$ cat src/rtl/ysyx_24080006_mdu_ctrl_pkg.sv
// Shared types for the RV32M iterative multiply/divide sequencer and its
// borrowed-ALU interface.
package ysyx_24080006_mdu_ctrl_pkg;

    localparam int MDU_ITER = 33;

    typedef enum logic [1:0] {
        MDU_MULL = 2'd0,
        MDU_MULH = 2'd1,
        MDU_DIV  = 2'd2,
        MDU_REM  = 2'd3
    } mdu_op_e;

    typedef struct packed {
        logic    mdu_enable;
        mdu_op_e op;
        logic    signed_a;
        logic    signed_b;
    } mdu_set_t;

    typedef struct packed {
        logic [32:0] a;
        logic [32:0] b;
    } mdu2alu_t;

    typedef struct packed {
        logic [33:0] res_34;
        logic [31:0] res_32;
        logic        not_zero;
    } alu2mdu_t;

    typedef enum logic [2:0] {
        IDLE,
        PREP_A,
        PREP_B,
        LOOP,
        FIX,
        DONE
    } mdu_state_e;

endpackage

$ cat src/rtl/ysyx_24080006_mdu_ctrl.sv
// Iterative RV32M multiply/divide sequencer that borrows the EX-stage adder.
// Optional MDU_EARLY_OUT_EN: multiplies by zero finish straight after PREP_B.
module ysyx_24080006_mdu_ctrl
    import ysyx_24080006_mdu_ctrl_pkg::*;
(
    input  logic        clock,
    input  logic        reset,
    input  logic        in_valid,
    output logic        in_ready,
    input  mdu_set_t    mdu_set,
    input  logic [31:0] rs1_data,
    input  logic [31:0] rs2_data,
    input  logic        flush,
    output logic        out_valid,
    input  logic        out_ready,
    output logic [31:0] result,
    output logic        alu_own,
    output mdu2alu_t    mdu2alu,
    input  alu2mdu_t    alu2mdu
);

    localparam int MUL_ITER = MDU_ITER;

    mdu_state_e  r_state;
    mdu_state_e  w_next;
    mdu_op_e     r_op;
    logic [32:0] r_a;
    logic [32:0] r_b;
    logic [65:0] r_prod;
    logic [5:0]  r_cnt;
    logic        r_qNeg;
    logic [31:0] r_result;
`ifdef MDU_EARLY_OUT_EN
    logic        r_aZero;
`endif

    logic        w_accept;
    logic        w_isDiv;
    logic        w_last;
    logic        w_shortcut;
    logic [32:0] w_hi;
    logic [32:0] w_lo;
    logic [33:0] w_mulSum;

    assign w_accept = (r_state == IDLE) & in_valid & mdu_set.mdu_enable & ~flush;
    assign w_isDiv  = (r_op == MDU_DIV) || (r_op == MDU_REM);
    assign w_last   = (r_cnt == 6'(MUL_ITER - 1));
    assign w_hi     = r_prod[65:33];
    assign w_lo     = r_prod[32:0];
    // The last multiply step subtracts via hi - a == ~(~hi + a), since the adder has no carry-in.
    assign w_mulSum = (w_last & w_lo[0]) ? ~alu2mdu.res_34 : alu2mdu.res_34;

`ifdef MDU_EARLY_OUT_EN
    assign w_shortcut = w_isDiv ? ~alu2mdu.not_zero : (r_aZero | ~alu2mdu.not_zero);
`else
    assign w_shortcut = w_isDiv & ~alu2mdu.not_zero;
`endif

    assign result = r_result;

    always_ff @(posedge clock) begin
        if (reset) r_state <= IDLE;
        else       r_state <= w_next;
    end

    always_comb begin
        w_next    = r_state;
        in_ready  = 1'b0;
        out_valid = 1'b0;
        alu_own   = 1'b0;
        unique case (r_state)
            IDLE: begin
                in_ready = 1'b1;
                if (w_accept) w_next = PREP_A;
            end
            PREP_A: begin
                alu_own = 1'b1;
                w_next  = PREP_B;
            end
            PREP_B: begin
                alu_own = 1'b1;
                w_next  = w_shortcut ? DONE : LOOP;
            end
            LOOP: begin
                alu_own = 1'b1;
                if (w_last) w_next = FIX;
            end
            FIX: begin
                alu_own = 1'b1;
                w_next  = DONE;
            end
            DONE: begin
                out_valid = 1'b1;
                if (out_ready) w_next = IDLE;
            end
            default: w_next = IDLE;
        endcase
        if (flush && (r_state != IDLE)) w_next = IDLE;
    end

    // Adder operand steering; negations use ~x + 1 or ~(x - 1) forms.
    always_comb begin
        mdu2alu = '0;
        unique case (r_state)
            PREP_A: begin
                if (w_isDiv) begin
                    mdu2alu.a = ~r_a;
                    mdu2alu.b = 33'd1;
                end else begin
                    mdu2alu.b = r_a;
                end
            end
            PREP_B: begin
                mdu2alu.a = w_isDiv ? '1 : '0;
                mdu2alu.b = r_b;
            end
            LOOP: begin
                if (w_isDiv) begin
                    mdu2alu.a = {w_hi[31:0], w_lo[32]};
                    mdu2alu.b = r_b;
                end else begin
                    mdu2alu.a = (w_last & w_lo[0]) ? ~w_hi : w_hi;
                    mdu2alu.b = w_lo[0] ? r_a : '0;
                end
            end
            FIX: begin
                if (w_isDiv) begin
                    mdu2alu.a = ~((r_op == MDU_REM) ? w_hi : w_lo);
                    mdu2alu.b = 33'd1;
                end
            end
            default: ;
        endcase
    end

    always_ff @(posedge clock) begin
        if (reset) begin
            r_op     <= MDU_MULL;
            r_a      <= '0;
            r_b      <= '0;
            r_prod   <= '0;
            r_cnt    <= '0;
            r_qNeg   <= 1'b0;
            r_result <= '0;
`ifdef MDU_EARLY_OUT_EN
            r_aZero  <= 1'b0;
`endif
        end else begin
            unique case (r_state)
                IDLE: begin
                    if (w_accept) begin
                        r_op   <= mdu_set.op;
                        r_a    <= {mdu_set.signed_a & rs1_data[31], rs1_data};
                        r_b    <= {mdu_set.signed_b & rs2_data[31], rs2_data};
                        r_qNeg <= (mdu_set.signed_a & rs1_data[31]) ^ (mdu_set.signed_b & rs2_data[31]);
                        r_cnt  <= '0;
                    end
                end
                PREP_A: begin
                    // Division keeps the original a for the divide-by-zero remainder.
                    if (w_isDiv)
                        r_prod <= {33'd0, r_a[32] ? alu2mdu.res_34[32:0] : r_a};
                    else
                        r_prod <= {33'd0, r_b};
`ifdef MDU_EARLY_OUT_EN
                    r_aZero <= ~alu2mdu.not_zero;
`endif
                end
                PREP_B: begin
                    if (w_isDiv)
                        r_b <= r_b[32] ? r_b : ~alu2mdu.res_34[32:0];
                    if (w_shortcut) begin
                        unique case (r_op)
                            MDU_DIV: r_result <= '1;
                            MDU_REM: r_result <= r_a[31:0];
                            default: r_result <= '0;
                        endcase
                    end
                end
                LOOP: begin
                    r_cnt <= r_cnt + 6'd1;
                    if (w_isDiv) begin
                        if (!alu2mdu.res_34[33])
                            r_prod <= {alu2mdu.res_34[32:0], w_lo[31:0], 1'b1};
                        else
                            r_prod <= {w_hi[31:0], w_lo, 1'b0};
                    end else begin
                        r_prod <= {w_mulSum, w_lo[32:1]};
                    end
                end
                FIX: begin
                    unique case (r_op)
                        MDU_MULL: r_result <= r_prod[31:0];
                        MDU_MULH: r_result <= r_prod[63:32];
                        MDU_DIV:  r_result <= r_qNeg ? alu2mdu.res_32 : w_lo[31:0];
                        default:  r_result <= r_a[32] ? alu2mdu.res_32 : w_hi[31:0];
                    endcase
                end
                default: ;
            endcase
        end
    end

endmodule

$ cat config.mk
export PLATFORM = sky130hd
export DESIGN_NAME = ysyx_24080006_mdu_ctrl
export DESIGN_NICKNAME = d
export VERILOG_FILES = /design/src/rtl/ysyx_24080006_mdu_ctrl_pkg.sv /design/src/rtl/ysyx_24080006_mdu_ctrl.sv
export SDC_FILE = /design/constraint.sdc
export NUM_CORES = 1
export LEC_CHECK = 0
export BUFFER_PORTS_ARGS = -buffer_cell sky130_fd_sc_hd__clkbuf_2
export CAP_MARGIN = 30
export CORE_UTILIZATION = 55
export CTS_CLUSTER_DIAMETER = 30
export DETAILED_ROUTE_END_ITERATION = 10
export PLACE_DENSITY = 0.8
export SLEW_MARGIN = 0
export SYNTH_ARGS = -nofsm -noshare
export SYNTH_HDL_FRONTEND = slang
export SYNTH_SLANG_ARGS = --single-unit
$ cat constraint.sdc
create_clock -name clock -period 2.5 [get_ports clock]
set_input_delay 0.125 -clock clock [delete_from_list [all_inputs] [get_ports clock]]
set_output_delay 0.125 -clock clock [all_outputs]
set_load 0.03 [all_outputs]
==> metrics.md <==
| Metric | Value |
|---|---|
| Status | finished with violations |
| Violations in the final reports | negative setup slack |
| All-layer global routing usage | between 40% and 50% |
| Tightest slew margin relative to the limit | about half |
| Growth of design area from synthesis to finish | 21.99% |
| Count of max-cap constraint violations | 0 |
| Antenna violations before repair | 0 |
| Arrival time at the worst endpoint | ~2.5 ns |
| Critical path startpoint category | flip-flop |
| Final setup slack of the worst path | -0.1273 ns |
| Post-Synth XOR/XNOR Area | less than 1% |
| Min-Delay Path Depth | 3 |
| Synthesized cell area | 13,110 sq um |
| Maximum number of pins on one net before global-route repair | 94 |
| Sink Count | about 180 |
| Detailed-route DRC error count | 0 |
| Detailed-route vias per instance | 6.967 |
| Most common library cell in the layout ignoring fill and taps | clkbuf_2 |
| Achievable Freq | around 380 MHz |
| Layout net count | roughly 2,000 |
| Final core occ | slightly below 70% |
| Standard cell with the maximum stage delay on the critical path | or4b_4 |
| Post-Place Cells | 2,117 |
| Non-Filler Instances | between 2,000 and 2,500 |
| Die area | ~24,000 sq um |
| Worst Clk Skew | ~0.010 ns |
| Initial Utilization | approximately 56% |
| Number of synthesized register bits | 176 |
| GR Overflow Total | 0 |
| Crit-path cells | or4b_4 -> buf_16 -> or3_1 -> a21oi_1 -> o22a_1 -> clkbuf_8 |
| Detailed-route wire length per cell | between 20 and 25 um |
| Main combinational cell family by area after synthesis | compound AO/OA/AOI/OAI gates |
| Count of nets left with antenna violations after detail routing | 0 |
| Vias in the first global route | approximately 14,000 |
| Least-Margin Pin Slew | around 0.73 ns |
| Uppermost layer routed | met4 |
| Adder-Cell Fraction of Synth Area | 0.1909% |
| Horizontal die dimension | 156.4 um |
| Longest individual stage delay on the worst path | 0.62 ns |
| Final-report setup violation count | 22 |
| Static power due to leakage | 0.006033 uW |
| Post-Synth Simple-Gate Area | approximately a fifth |
| Std-Cell Core Area | approximately 23,000 sq um |
| Routability congestion estimate from global placement | 0.9845 |
| Post-CTS clock slew at the launch and capture registers of the worst setup and hold paths | 0.07 ns |
| Ratio of total power to cell area | 441.6 nW/um^2 |
| Clock tree from TritonCTS | done |
| Fill cells | 1,959 |
| Met2 Wirelength | between 20 and 25 mm |
| Antenna cell count | 0 |
| Cell at the root of the clock tree | clkbuf_16 |
| Proportion of synthesized flip-flops having asynchronous set or reset | 0% |
| M1 wire length | about 20 mm |
| Final cycle utilization of the critical path | 105.1% |
| Core Rows | 56 |
| Gate count of the mapped netlist | 1,698 |
| Portion of netlist area occupied by mux cells | a little over an eighth |
| Number of levels in the clock H-tree | 4 |
| I/O pins | about 240 |
| Post-synth EDFFs | 0 |
| Share of cells above drive strength 1 | between 20 and 25% |
| Portion of the post-synthesis area used by sequential elements | between 20% and 30% |
| Fin Setup TNS | -0.6687 ns |
| RSZ-0062 raised after global routing | yes |
| Total via count in the routed design | between 15,000 and 20,000 |
| Peak fanout along the critical path | 24 |
| Synth unique cells | 62 |
| Peak ir drop on the vdd network | about 0.57 mV |
| Syn Nets | 1,841 |
| Worst setup path class | flip-flop to output port |
| Average cell area after synthesis | around 7.7 sq um |
| First-pass DRT Iterations | 7 |
| Maximum buffer depth of the clock tree | 2 |
| Worst-Skew Late Latency | about 0.44 ns |
| Wire length of the first global-routing pass | between 70 and 80 mm |
| Power, Total | between 7000 and 8000 uW |
| Critical path required time | around 2.4 ns |
| Detailed Route Iter0 Violations | ~2,500 |
| Overall routed net length | between 50 and 60 mm |
| Number of port buffers | around 240 |
| Min-delay worst type | input pin to flip-flop |
| Placement-stage worst setup slack | 0.3539 ns |
| Top library cells by usage in the layout, fill and taps aside | 207 x clkbuf_2, 176 x a21oi_1, 170 x dfxtp_1 |
| Min Clock Period, post-route | between 2 and 3 ns |
| Final Hold Fails | 0 |
| Flip-flop cell with the highest count after synthesis | dfxtp_1 |
| Post-detailed-placement half-perimeter wirelength | between 30 and 40 mm |
| Height of the chip | approximately 160 um |
| Pins over their slew limit | 0 |
| Path depth of the worst reg2reg path | 6 |
| Complex-gate fraction of the synthesized area | 30.90% |
| Total number of yosys warnings | 0 |
| TritonCTS buffer count | 17 |
| Total length of routed met3 wires | 8.590 mm |
| Sort of element at the end of the critical path | output port |
-- layout make-up --
cell class,count,area (sq um),area share (%)
multi-input combinational,1306,8792,55.00
sequential,176,3538,22.13
timing repair buffer,351,2634,16.47
clock buffer,19,454.2,2.841
tap,319,399.1,2.497
clock inverter,11,131.4,0.8218
inverter,10,37.54,0.2348
-- cell families after synthesis --
| kind of cell | Yosys count |
|---|---|
| buffers and inverters | 216 |
| and+or+nand+nor | 557 |
| xor gates and xnor gates | 3 |
| DFF | 176 |
| AOI/OAI and AO/OA | 594 |
| adders and majority gates | 2 |
| muxes | 150 |
-- state kept, by name, summed over array words and instances (netlist names) --
name,cells
r_prod,66
r_qNeg,1
result,32
r_state,3
r_b,33
r_cnt,6
r_op,2
r_a,33
-- layer usage --
layer | up-vias | GRT usage [%]
met4 | 0 | 14.99
li1 | 6759 | -
met2 | 1216 | 57.02
met1 | 7098 | 58.27
met5 | - | 1.242
met3 | 198 | 12.52
-- report_power, final --
part / internal [uW] / switching (uW)
combinational: 504 / 727
sequential: 2890 / 187
clock: 1530 / 1220
total: 4930 / 2130
-- stage by stage --
stage / hold slack [ns] / instance area, sq um
floorplan: 0.2383 / 13110
global placement: 0.3508 / 14560
detailed placement: 0.3530 / 14560
CTS: 0.001778 / 15860
global route: 0.02295 / 15990
finish: 0.01015 / 15990
-- what timing repair did --
item                                    4_1_cts  5_1_grt
pin swaps                                    10        5
hold buffers                                 36        0
gates resized for setup                      68       59
buffers inserted                              5        1
endpoints found under the setup margin       34       40
hold endpoints to repair                     36        0
cloned                                        3        0
-- critical path: cells and delay by family (launching register included) --
| family | cells | cell delay, ns |
|---|---|---|
| buffers and inverters | 2 | 0.37 |
| and+or+nand+nor | 2 | 0.93 |
| AOI/OAI and AO/OA | 2 | 0.42 |
| DFF | 1 | 0.33 |
-- worst paths after layout --
check,startpoint,to,slack (ns)
max,r_cnt[4],mdu2alu[35],-0.13
min reg2reg,result[12],result[12],0.50
max reg2reg,r_state[0],r_b[32],0.30
min,rs2_data[2],r_b[2],0.01
-- cells in the mapped netlist (2+ instances only) --
cell type / count / area share, %
a32oi_1: 5 / 0.33
mux2i_1: 72 / 5.5
clkbuf_2: 2 / 0.076
a22o_1: 32 / 2.1
a211o_1: 26 / 1.7
o22ai_1: 2 / 0.095
a311oi_1: 42 / 2.8
mux4_2: 18 / 3.1
buf_2: 48 / 1.8
dfxtp_1: 176 / 27
clkbuf_1: 138 / 4.0
nand3b_1: 2 / 0.11
a31oi_1: 2 / 0.095
a32o_1: 33 / 2.5
nor2b_1: 37 / 1.8
nand4_1: 3 / 0.14
mux2_2: 60 / 5.2
ha_1: 2 / 0.19
and3_1: 27 / 1.3
o21ai_1: 13 / 0.50
o22a_1: 32 / 2.1
a21oi_1: 180 / 6.9
o21ai_0: 95 / 3.6
nand2_1: 124 / 3.6
o221ai_1: 16 / 1.1
a211oi_1: 95 / 5.4
nor2_1: 98 / 2.8
or3_1: 99 / 4.7
nand3_1: 64 / 2.4
nand2b_1: 28 / 1.3
o211a_1: 2 / 0.15
nor3_1: 62 / 2.4
o2111ai_1: 5 / 0.33
or3b_1: 2 / 0.13
xnor2_1: 2 / 0.13
buf_1: 17 / 0.49
inv_1: 8 / 0.23
o221a_2: 3 / 0.26
o31ai_1: 3 / 0.17
(Power assumes the default switching activity.)
